## config.mk

```make
export PLATFORM = sky130hd
export DESIGN_NAME = instr_loader
export DESIGN_NICKNAME = d
export VERILOG_FILES = /design/src/rtl/mips_pkg.sv /design/src/rtl/byte_to_word.sv /design/src/rtl/instr_loader.sv
export SDC_FILE = /design/constraint.sdc
export NUM_CORES = 1
export LEC_CHECK = 0
export ABC_AREA = 1
export BUFFER_PORTS_ARGS = -buffer_cell sky130_fd_sc_hd__buf_2
export CAP_MARGIN = 20
export CORE_MARGIN = 2
export CORE_UTILIZATION = 48
export CTS_CLUSTER_DIAMETER = 60
export DETAILED_ROUTE_END_ITERATION = 8
export GPL_ROUTABILITY_DRIVEN = 0
export PLACE_DENSITY = 0.72
export SLEW_MARGIN = 30
export SYNTH_ARGS = -nofsm -noshare
export SYNTH_HDL_FRONTEND = slang
export SYNTH_SLANG_ARGS = --single-unit
```

## constraint.sdc

```tcl
create_clock -name clk -period 1.8 [get_ports clk]
set_input_delay 0.18 -clock clk [delete_from_list [all_inputs] [get_ports clk]]
set_output_delay 0.18 -clock clk [all_outputs]
set_load 0.05 [all_outputs]
```

## src/rtl/mips_pkg.sv

```systemverilog
// rtl/mips_pkg.sv - shared types and constants for the instruction loader
package mips_pkg;

  localparam int INSTR_W        = 32;
  localparam int BYTES_PER_WORD = 4;

  typedef enum logic [2:0] {
    S_IDLE,
    S_LEN,
    S_DATA,
    S_WRITE,
    S_FILL,
    S_DONE,
    S_ERR
  } loader_state_t;

  // A load is in progress from the length byte through zero-fill.
  function automatic logic state_busy(input loader_state_t s);
    return (s == S_LEN) || (s == S_DATA) || (s == S_WRITE) || (s == S_FILL);
  endfunction

endpackage

```

## src/rtl/byte_to_word.sv

```systemverilog
// rtl/byte_to_word.sv - big-endian byte-to-word shift assembler
module byte_to_word
  import mips_pkg::*;
(
  input  logic               clk,
  input  logic               rst,
  input  logic               clear,
  input  logic               shift_en,
  input  logic [7:0]         byte_in,
  output logic [INSTR_W-1:0] word,
  output logic               word_valid
);

  logic [1:0] cnt_q;

  // Shift each accepted byte in at the bottom so the first byte ends up as the MSB.
  always_ff @(posedge clk) begin
    if (rst) begin
      cnt_q <= '0;
      word  <= '0;
    end else if (clear) begin
      cnt_q <= '0;
    end else if (shift_en) begin
      word  <= {word[INSTR_W-9:0], byte_in};
      cnt_q <= cnt_q + 2'd1;
    end
  end

  // Flags the byte that completes a word; the word register holds it from the next cycle.
  assign word_valid = shift_en && (cnt_q == 2'(BYTES_PER_WORD - 1));

endmodule

```

## src/rtl/instr_loader.sv

```systemverilog
// rtl/instr_loader.sv - boot-time byte-stream writer for the instruction memory
module instr_loader
  import mips_pkg::*;
#(
  parameter int DEPTH  = 16,
  parameter int ADDR_W = 4
) (
  input  logic               clk,
  input  logic               rst,
  input  logic               start,
  input  logic               in_valid,
  input  logic [7:0]         in_data,
  output logic               in_ready,
  output logic               wr_en,
  output logic [ADDR_W-1:0]  wr_addr,
  output logic [INSTR_W-1:0] wr_data,
  output logic               busy,
  output logic               cpu_hold,
  output logic               done,
  output logic               err
);

  // One extra index bit so a full-depth image (N = DEPTH) does not wrap.
  localparam int IDX_W = ADDR_W + 1;
  localparam logic [IDX_W-1:0] FULL_N   = IDX_W'(DEPTH);
  localparam logic [IDX_W-1:0] LAST_IDX = IDX_W'(DEPTH - 1);

  loader_state_t state_q, state_d;
  logic [IDX_W-1:0] idx_q;
  logic [IDX_W-1:0] n_q;

  logic               handshake;
  logic               len_too_big;
  logic               idx_clear;
  logic               idx_inc;
  logic               n_load;
  logic               shift_en;
  logic               word_valid;
  logic [INSTR_W-1:0] asm_word;

  assign handshake   = in_valid && in_ready;
  assign len_too_big = 32'(in_data) > 32'(DEPTH);

  byte_to_word u_asm (
    .clk        (clk),
    .rst        (rst),
    .clear      (idx_clear),
    .shift_en   (shift_en),
    .byte_in    (in_data),
    .word       (asm_word),
    .word_valid (word_valid)
  );

  // State, word index and latched length.
  always_ff @(posedge clk) begin
    if (rst) begin
      state_q <= S_IDLE;
      idx_q   <= '0;
      n_q     <= '0;
    end else begin
      state_q <= state_d;
      if (idx_clear) begin
        idx_q <= '0;
      end else if (idx_inc) begin
        idx_q <= idx_q + IDX_W'(1);
      end
      if (n_load) begin
        n_q <= in_data[IDX_W-1:0];
      end
    end
  end

  // Next-state and datapath controls.
  always_comb begin
    state_d   = state_q;
    idx_clear = 1'b0;
    idx_inc   = 1'b0;
    n_load    = 1'b0;
    shift_en  = 1'b0;
    case (state_q)
      S_IDLE, S_DONE, S_ERR: begin
        if (start) begin
          state_d   = S_LEN;
          idx_clear = 1'b1;
        end
      end
      S_LEN: begin
        if (handshake) begin
          n_load = 1'b1;
          if (len_too_big) begin
            state_d = S_ERR;
          end else if (in_data == 8'd0) begin
            state_d = S_FILL;
          end else begin
            state_d = S_DATA;
          end
        end
      end
      S_DATA: begin
        shift_en = handshake;
        if (word_valid) begin
          state_d = S_WRITE;
        end
      end
      S_WRITE: begin
        idx_inc = 1'b1;
        if ((idx_q + IDX_W'(1)) == n_q) begin
          state_d = (n_q == FULL_N) ? S_DONE : S_FILL;
        end else begin
          state_d = S_DATA;
        end
      end
      S_FILL: begin
        idx_inc = 1'b1;
        if (idx_q == LAST_IDX) begin
          state_d = S_DONE;
        end
      end
      default: state_d = S_IDLE;
    endcase
  end

  // Outputs decode from state only, so nothing flows combinationally from in_valid.
  always_comb begin
    in_ready = (state_q == S_LEN) || (state_q == S_DATA);
    wr_en    = (state_q == S_WRITE) || (state_q == S_FILL);
    wr_addr  = wr_en ? idx_q[ADDR_W-1:0] : '0;
    wr_data  = (state_q == S_WRITE) ? asm_word : '0;
    busy     = state_busy(state_q);
    cpu_hold = busy;
    done     = (state_q == S_DONE);
    err      = (state_q == S_ERR);
  end

endmodule

```

== Word-level counts from Yosys, hierarchy flattened ==
Index checks and enable logic that the tools add are counted.

* Flip-flop bits (word level): 47
* Output and inout bits: 42
* Word-level logic and storage cells: 53

* $add $sub $neg: 2
* $lt $le $gt $ge: 1
* Equality and inequality tests: 14
* Muxes and demuxes: 17
* Bitwise logic cells: 1
* Reductions and logical operators: 13

{| class="wikitable"
|+ Operator list
! cell !! count
|-
| 2-to-1 mux 32 bit || 1
|-
| 2-to-1 mux 3 bit || 7
|-
| case mux 3 bit (5 select lines) || 1
|-
| equality test 3 bit, second input constant || 3
|-
| > comparator 8 x 5 -> 1 bit, second input constant || 1
|-
| logical NOT 8 bit || 1
|-
| 2-to-1 mux 1 bit || 7
|-
| equality test 3 x 2 -> 1 bit, second input constant || 2
|-
| inequality test 2 bit, second input constant || 3
|-
| adder 5 x 1 -> 5 bit, second input constant || 1
|-
| equality test 5 x 4 -> 1 bit, second input constant || 1
|-
| equality test 5 bit || 1
|-
| equality test 5 bit, second input constant || 1
|-
| logical OR 1 bit || 4
|-
| 2-to-1 mux 4 bit || 1
|-
| AND reduction 4 bit || 1
|-
| OR reduction 2 bit || 2
|-
| equality test 3 x 1 -> 1 bit, second input constant || 1
|-
| logical NOT 3 bit || 1
|-
| OR reduction 3 bit || 1
|-
| adder 2 x 1 -> 2 bit, second input constant || 1
|-
| equality test 2 bit, second input constant || 1
|-
| logical AND 1 bit || 2
|-
| inequality test 2 x 1 -> 1 bit, second input constant || 1
|-
| other kinds (2) || 2
|}

== Logic depth before layout (Yosys ltp) ==
* Depth in word-level cells: 7
* Depth in mapped cells: 14
* Mapped depth without buffers: 14

== Cells and area by module ==
From an unflattened synthesis, not the netlist that was laid out.

* Cell total of the unflattened synthesis: 439
* Area, all modules: 2,650.0 um2

{| class="wikitable"
|+ Modules (own cells, without submodules)
! module !! times used !! cells each !! area each (um2) !! seq. area each (um2)
|-
| byte_to_word || 1 || 220 || 1,475.2 || 680.7
|-
| instr_loader || 1 || 219 || 1,174.9 || 260.2
|}

== Worst setup path before layout ==
No wires, ideal clock.

* Kind: flip-flop to output port
* Start point: reg state_q[0]
* End point: out cpu_hold
* Data arrival time: 1.691 ns
* Slack: -0.071 ns
* Cell stages (with the launch flop): 8
* Buffers on the path: 2
* Path through: dfxtp_1 nor2_1 nand2_1 inv_2 nor2_4 buf_6 nand3_1 buf_4

* Word-level cells in the longest chain between the ends: 4
* Elaborated cells on any way between the ends: 7

{| class="wikitable"
|+ Ends and longest elaborated chain
! what !! RTL line !! RTL
|-
| start, declared || instr_loader.sv:28 || <nowiki>loader_state_t state_q, state_d;</nowiki>
|-
| start signal, assigned || instr_loader.sv:61 || <nowiki>state_q <= state_d;</nowiki>
|-
| equality test 3 x 1 -> 1 bit or equality test 3 x 2 -> 1 bit (tied branches) || mips_pkg.sv:19 || <nowiki>return (s == S_LEN) || (s == S_DATA) || (s == S_WRITE) || (s == S_FILL);</nowiki>
|-
| logical OR 1 bit (2 in a row) || mips_pkg.sv:19 ||
|-
| logical OR 1 bit (*) || mips_pkg.sv:19 ||
|-
| end, declared || instr_loader.sv:18 || <nowiki>output logic cpu_hold,</nowiki>
|}

Every way passes the cells marked *; elsewhere a longest branch is shown, timed or not.

== Final worst setup path ==
* Start point: reg idx_q[1]
* End point: reg state_q[2]

* Word-level cells in the longest chain between the ends: 4
* Elaborated cells on any way between the ends: 7

{| class="wikitable"
|+ Ends and longest elaborated chain
! what !! RTL line !! RTL
|-
| start, declared || instr_loader.sv:29 || <nowiki>logic [IDX_W-1:0] idx_q;</nowiki>
|-
| start signal, assigned || instr_loader.sv:65 || <nowiki>idx_q <= idx_q + IDX_W'(1);</nowiki>
|-
| adder 5 x 1 -> 5 bit || instr_loader.sv:107 || <nowiki>if ((idx_q + IDX_W'(1)) == n_q) begin</nowiki>
|-
| equality test 5 bit || instr_loader.sv:107 ||
|-
| 2-to-1 mux 3 bit || instr_loader.sv:107 ||
|-
| case mux 3 bit (5 select lines) || instr_loader.sv:80 || <nowiki>case (state_q)</nowiki>
|}

Several ways; a longest one is shown, not always the timed one.
A chain may end at the register's enable or synchronous reset.

==> summary.md <==
| Metric | Value |
|---|---|
| Critical path class | `reg2reg` |
| Largest family of logic cells by synthesized area | `simple AND/OR/NAND/NOR gates` |
| Pleak | `approximately 0.0012 uW` |
| Vias per std cell | `around 4.8` |
| Final WS setup | `-34.0 ps` |
| WP data required | `about 2000 ps` |
| Slew @ Worst Pin | `382 ps` |
| Cell family with most CP delay | `simple AND/OR/NAND/NOR gates` |
| Detail Route Antenna Nets | `0` |
| Most used cell along the critical path | `nand2_1` |
| 1st-iter DRT viols | `190` |
| Worst Hold Class | `in2reg` |
| Post-synth EDFFs | `0` |
| Initial antenna violation count | `0` |
| Synth Cell Area | `2390 um2` |
| Nets | `402` |
| Synth area leaders | `dfxtp_1 39%, inv_1 8.0%, nand2_1 6.9%, nor2_1 6.7%, a21oi_1 6.7%` |
| CTS tree | `built` |
| Final Max Slew Viols | `0` |
| Status | `complete, but fails checks` |
| Fin. Hold Viols | `0` |
| Critical Path AT | `slightly above 2000 ps` |
| Warnings from Yosys | `0` |
| Share of the synthesized area in the top cell type | `39.3%` |
| First-pass GRT wire length | `8.18 mm` |
| Drt pass-1 iters | `4` |
| Main synth FF type | `dfxtp_1` |
| Highest Clock Rate | `0.545 GHz` |
| Final critical-path share of the clock period | `102%` |
| Clock Path Buffers | `2` |
| CTS clock-pin slew for the worst setup and hold paths | `90 ps` |
| Die Wd | `74.6 um` |
| Via count | `2195` |
| # DRC | `0` |
| Sequential area share after synthesis | `39.3%` |
| CP Launch Type | `flip-flop` |
| Crit-path slowest cell | `dfxtp_2` |
| Die Y | `between 70 and 80 um` |
| Core ar. | `4750 um2` |
| R2R setup slack | `-30 ps` |
| Max_cap viols | `0` |
| N_diodes | `0` |
| Hold Startpoint | `rst` |
| Worst path max stage delay | `340 ps` |
| Unrepaired setup endpoints after global routing | `true` |
| Crit-path cells | `ha_4 > nand2_4 > nor2_2 > ha_1 > inv_1 > nand2_1 > nand2_1 > nand3_2 > nor2_4 > nand2_2 > o21ai_2 > nand2_1 > a21oi_2` |
| Critical path buffer and inverter count | `1` |
| Clock buffer count from CTS | `5` |
| Mapped Cells | `between 300 and 400` |
| IO Pins | `54` |
| Synth Net Count | `345` |
| Worst ir drop on vdd | `~0.67 mV` |
| Critical R2R Launch | `idx_q[1]$_SDFFE_PP0N_` |
| Place WS | `around 48 ps` |
| Synth Area in Simple Gates | `between 20 and 25%` |
| XOR/XNOR Fraction of Synth Area | `less than 1%` |
| Ys async rst share | `0%` |
| Total grt overflow | `0` |
| Minimum period implied by the final worst setup slack | `1830 ps` |
| Min Hold Slack | `93.6 ps` |
| Setup violators final | `1` |
| Total Routing Usage GR | `19.1%` |
| Worst r2r dst | `state_q[2]$_SDFFE_PP0P_` |
| Post-CTS Hold Fix Bufs | `0` |
| Top cells by count, synth | `51 x inv_1, 47 x dfxtp_1, 44 x nand2_1` |
| Largest net degree at the start of global routing | `43` |
| Post-Route WL | `5.29 mm` |
| Synthesized flop and latch total | `47` |
| Placement Rows | `25` |
| Clock Root Buffer | `clkbuf_8` |
| Clock latency on the worst-skew pair | `about 300 ps` |
| # clock sinks | `47` |
| Die ar. | `about 5600 um2` |
| Starting Density | `between 50% and 60%` |
| Max Fanout on Critical Path | `2` |
| Layout cells sized above 1 | `about a third` |
| Vias in the first global route | `1808` |
| Failing checks | `negative setup slack` |
| Compound-Gate Fraction of Synth Area | `~22%` |
| Top-count cell post-synth | `inv_1` |
| # fillers | `429` |
| Hold endpoint | `state_q[2]$_SDFFE_PP0P_` |
| Final Power | `3970 uW` |
| Adder-Cell Fraction of Synth Area | `1.57%` |
| Clock Skew | `8.84 ps` |
| Synthesis-to-finish area growth | `26.0%` |
| Mux share of post-synthesis cell area | `0%` |
| H-tree depth | `2` |
| CP Capture Type | `flip-flop` |
| Rel. slew slack | `approximately three quarters` |
| Post-synth top area cell | `dfxtp_1` |
| Setup crit start | `idx_q[1]$_SDFFE_PP0N_` |
| Mean Syn Cell Area | `around 7.3 um2` |
| Hold path cells | `2` |
| R2R cell count | `13` |
| Power Dens Cells | `approximately 1300 nW/um2` |
| Number of port buffers | `53` |
| Routed len/inst | `about 12 um` |
| Detailed Place HPWL | `~3.6 mm` |
| Synth unique cells | `28` |
-- how the worst max path moves through the flow --
stage	end	slack (ps)	cells after the start
6_report	state_q[2]$_SDFFE_PP0P_	-30	13
3_3_place_gp	state_q[2]$_SDFFE_PP0P_	130	13
4_1_cts	state_q[2]$_SDFFE_PP0P_	-10	13
5_1_grt	state_q[2]$_SDFFE_PP0P_	-150	13
3_5_place_dp	state_q[2]$_SDFFE_PP0P_	50	13
2_1_floorplan	wr_data[10]	-7	5
-- flip-flops by register name (all words and copies together) (netlist names) --
register     count
state_q          3
u_asm.cnt_q      2
n_q              5
u_asm.word      32
idx_q            5
-- per-layer routing --
metal  GRT usage, %  wire length [um]
met2           28.7              2460
met4           5.95                25
met5              0                 0
met3           4.15               222
met1           27.5              2580
-- where the power goes --
group / internal [uW] / switching [uW]
Sequential: 1280 / 177
Clock: 314 / 357
Combinational: 577 / 1260
Total: 2170 / 1790
-- repair_timing --
| item | CTS | global route |
|---|---|---|
| pin swaps | 0 | 5 |
| setup endpoints to repair | 40 | 41 |
| buffers inserted | 0 | 3 |
| gates cloned | 0 | 0 |
| resized for setup | 8 | 76 |
-- metrics by stage --
stage / instances / area, um2 / TNS [ps] / utilization [%]
after floorplan: 330 / 2400 / -220 / -
final: 455 / 3020 / -34.0 / 63.4
after global routing: 455 / 3020 / -393 / 63.4
after detailed placement: 444 / 2720 / 0 / 57.1
after CTS: 452 / 2830 / -14.5 / 59.6
after global placement: 444 / 2720 / 0 / 57.1
-- cell usage in the layout (no fill, tap or decap), types with 4 or more instances in the layout --
cell / n
nand4_1: 4
nand2_2: 4
nand3_1: 9
buf_6: 8
o21ai_2: 11
dfxtp_1: 42
buf_4: 32
nor2_1: 38
a21oi_2: 15
nand2_1: 42
nor2_4: 5
o21ai_0: 16
a21oi_1: 31
inv_2: 8
clkbuf_8: 6
inv_1: 51
buf_2: 18
dfxtp_2: 4
o21ai_1: 12
nor2_2: 6
clkbuf_4: 7
-- cell families after synthesis --
group | Yosys count
AND/OR/NAND/NOR | 117
buffers and inverters | 75
flip-flops | 47
adder cells (fa/ha/maj) | 3
AO/OA/AOI/OAI | 86
XOR/XNOR | 2
-- worst reg2reg max path, delay by kind of cell, from the launching register on --
kind | cells | cell delay (ps)
AO/OA/AOI/OAI | 2 | 240
adder cells (fa/ha/maj) | 2 | 470
buffers and inverters | 1 | 80
flip-flops | 1 | 340
AND/OR/NAND/NOR | 8 | 630
-- area by class of cell --
type	instances	area (um2)	share of cell area [%]
Inverter	59	221	7.34
Clock inverter	2	16.3	0.539
Tap cell	67	83.8	2.78
Multi-Input combinational cell	208	1170	38.8
Sequential cell	47	950	31.5
Clock buffer	6	82.6	2.74
Timing Repair Buffer	66	493	16.3
Note: power is estimated with default switching activity, not from simulation.
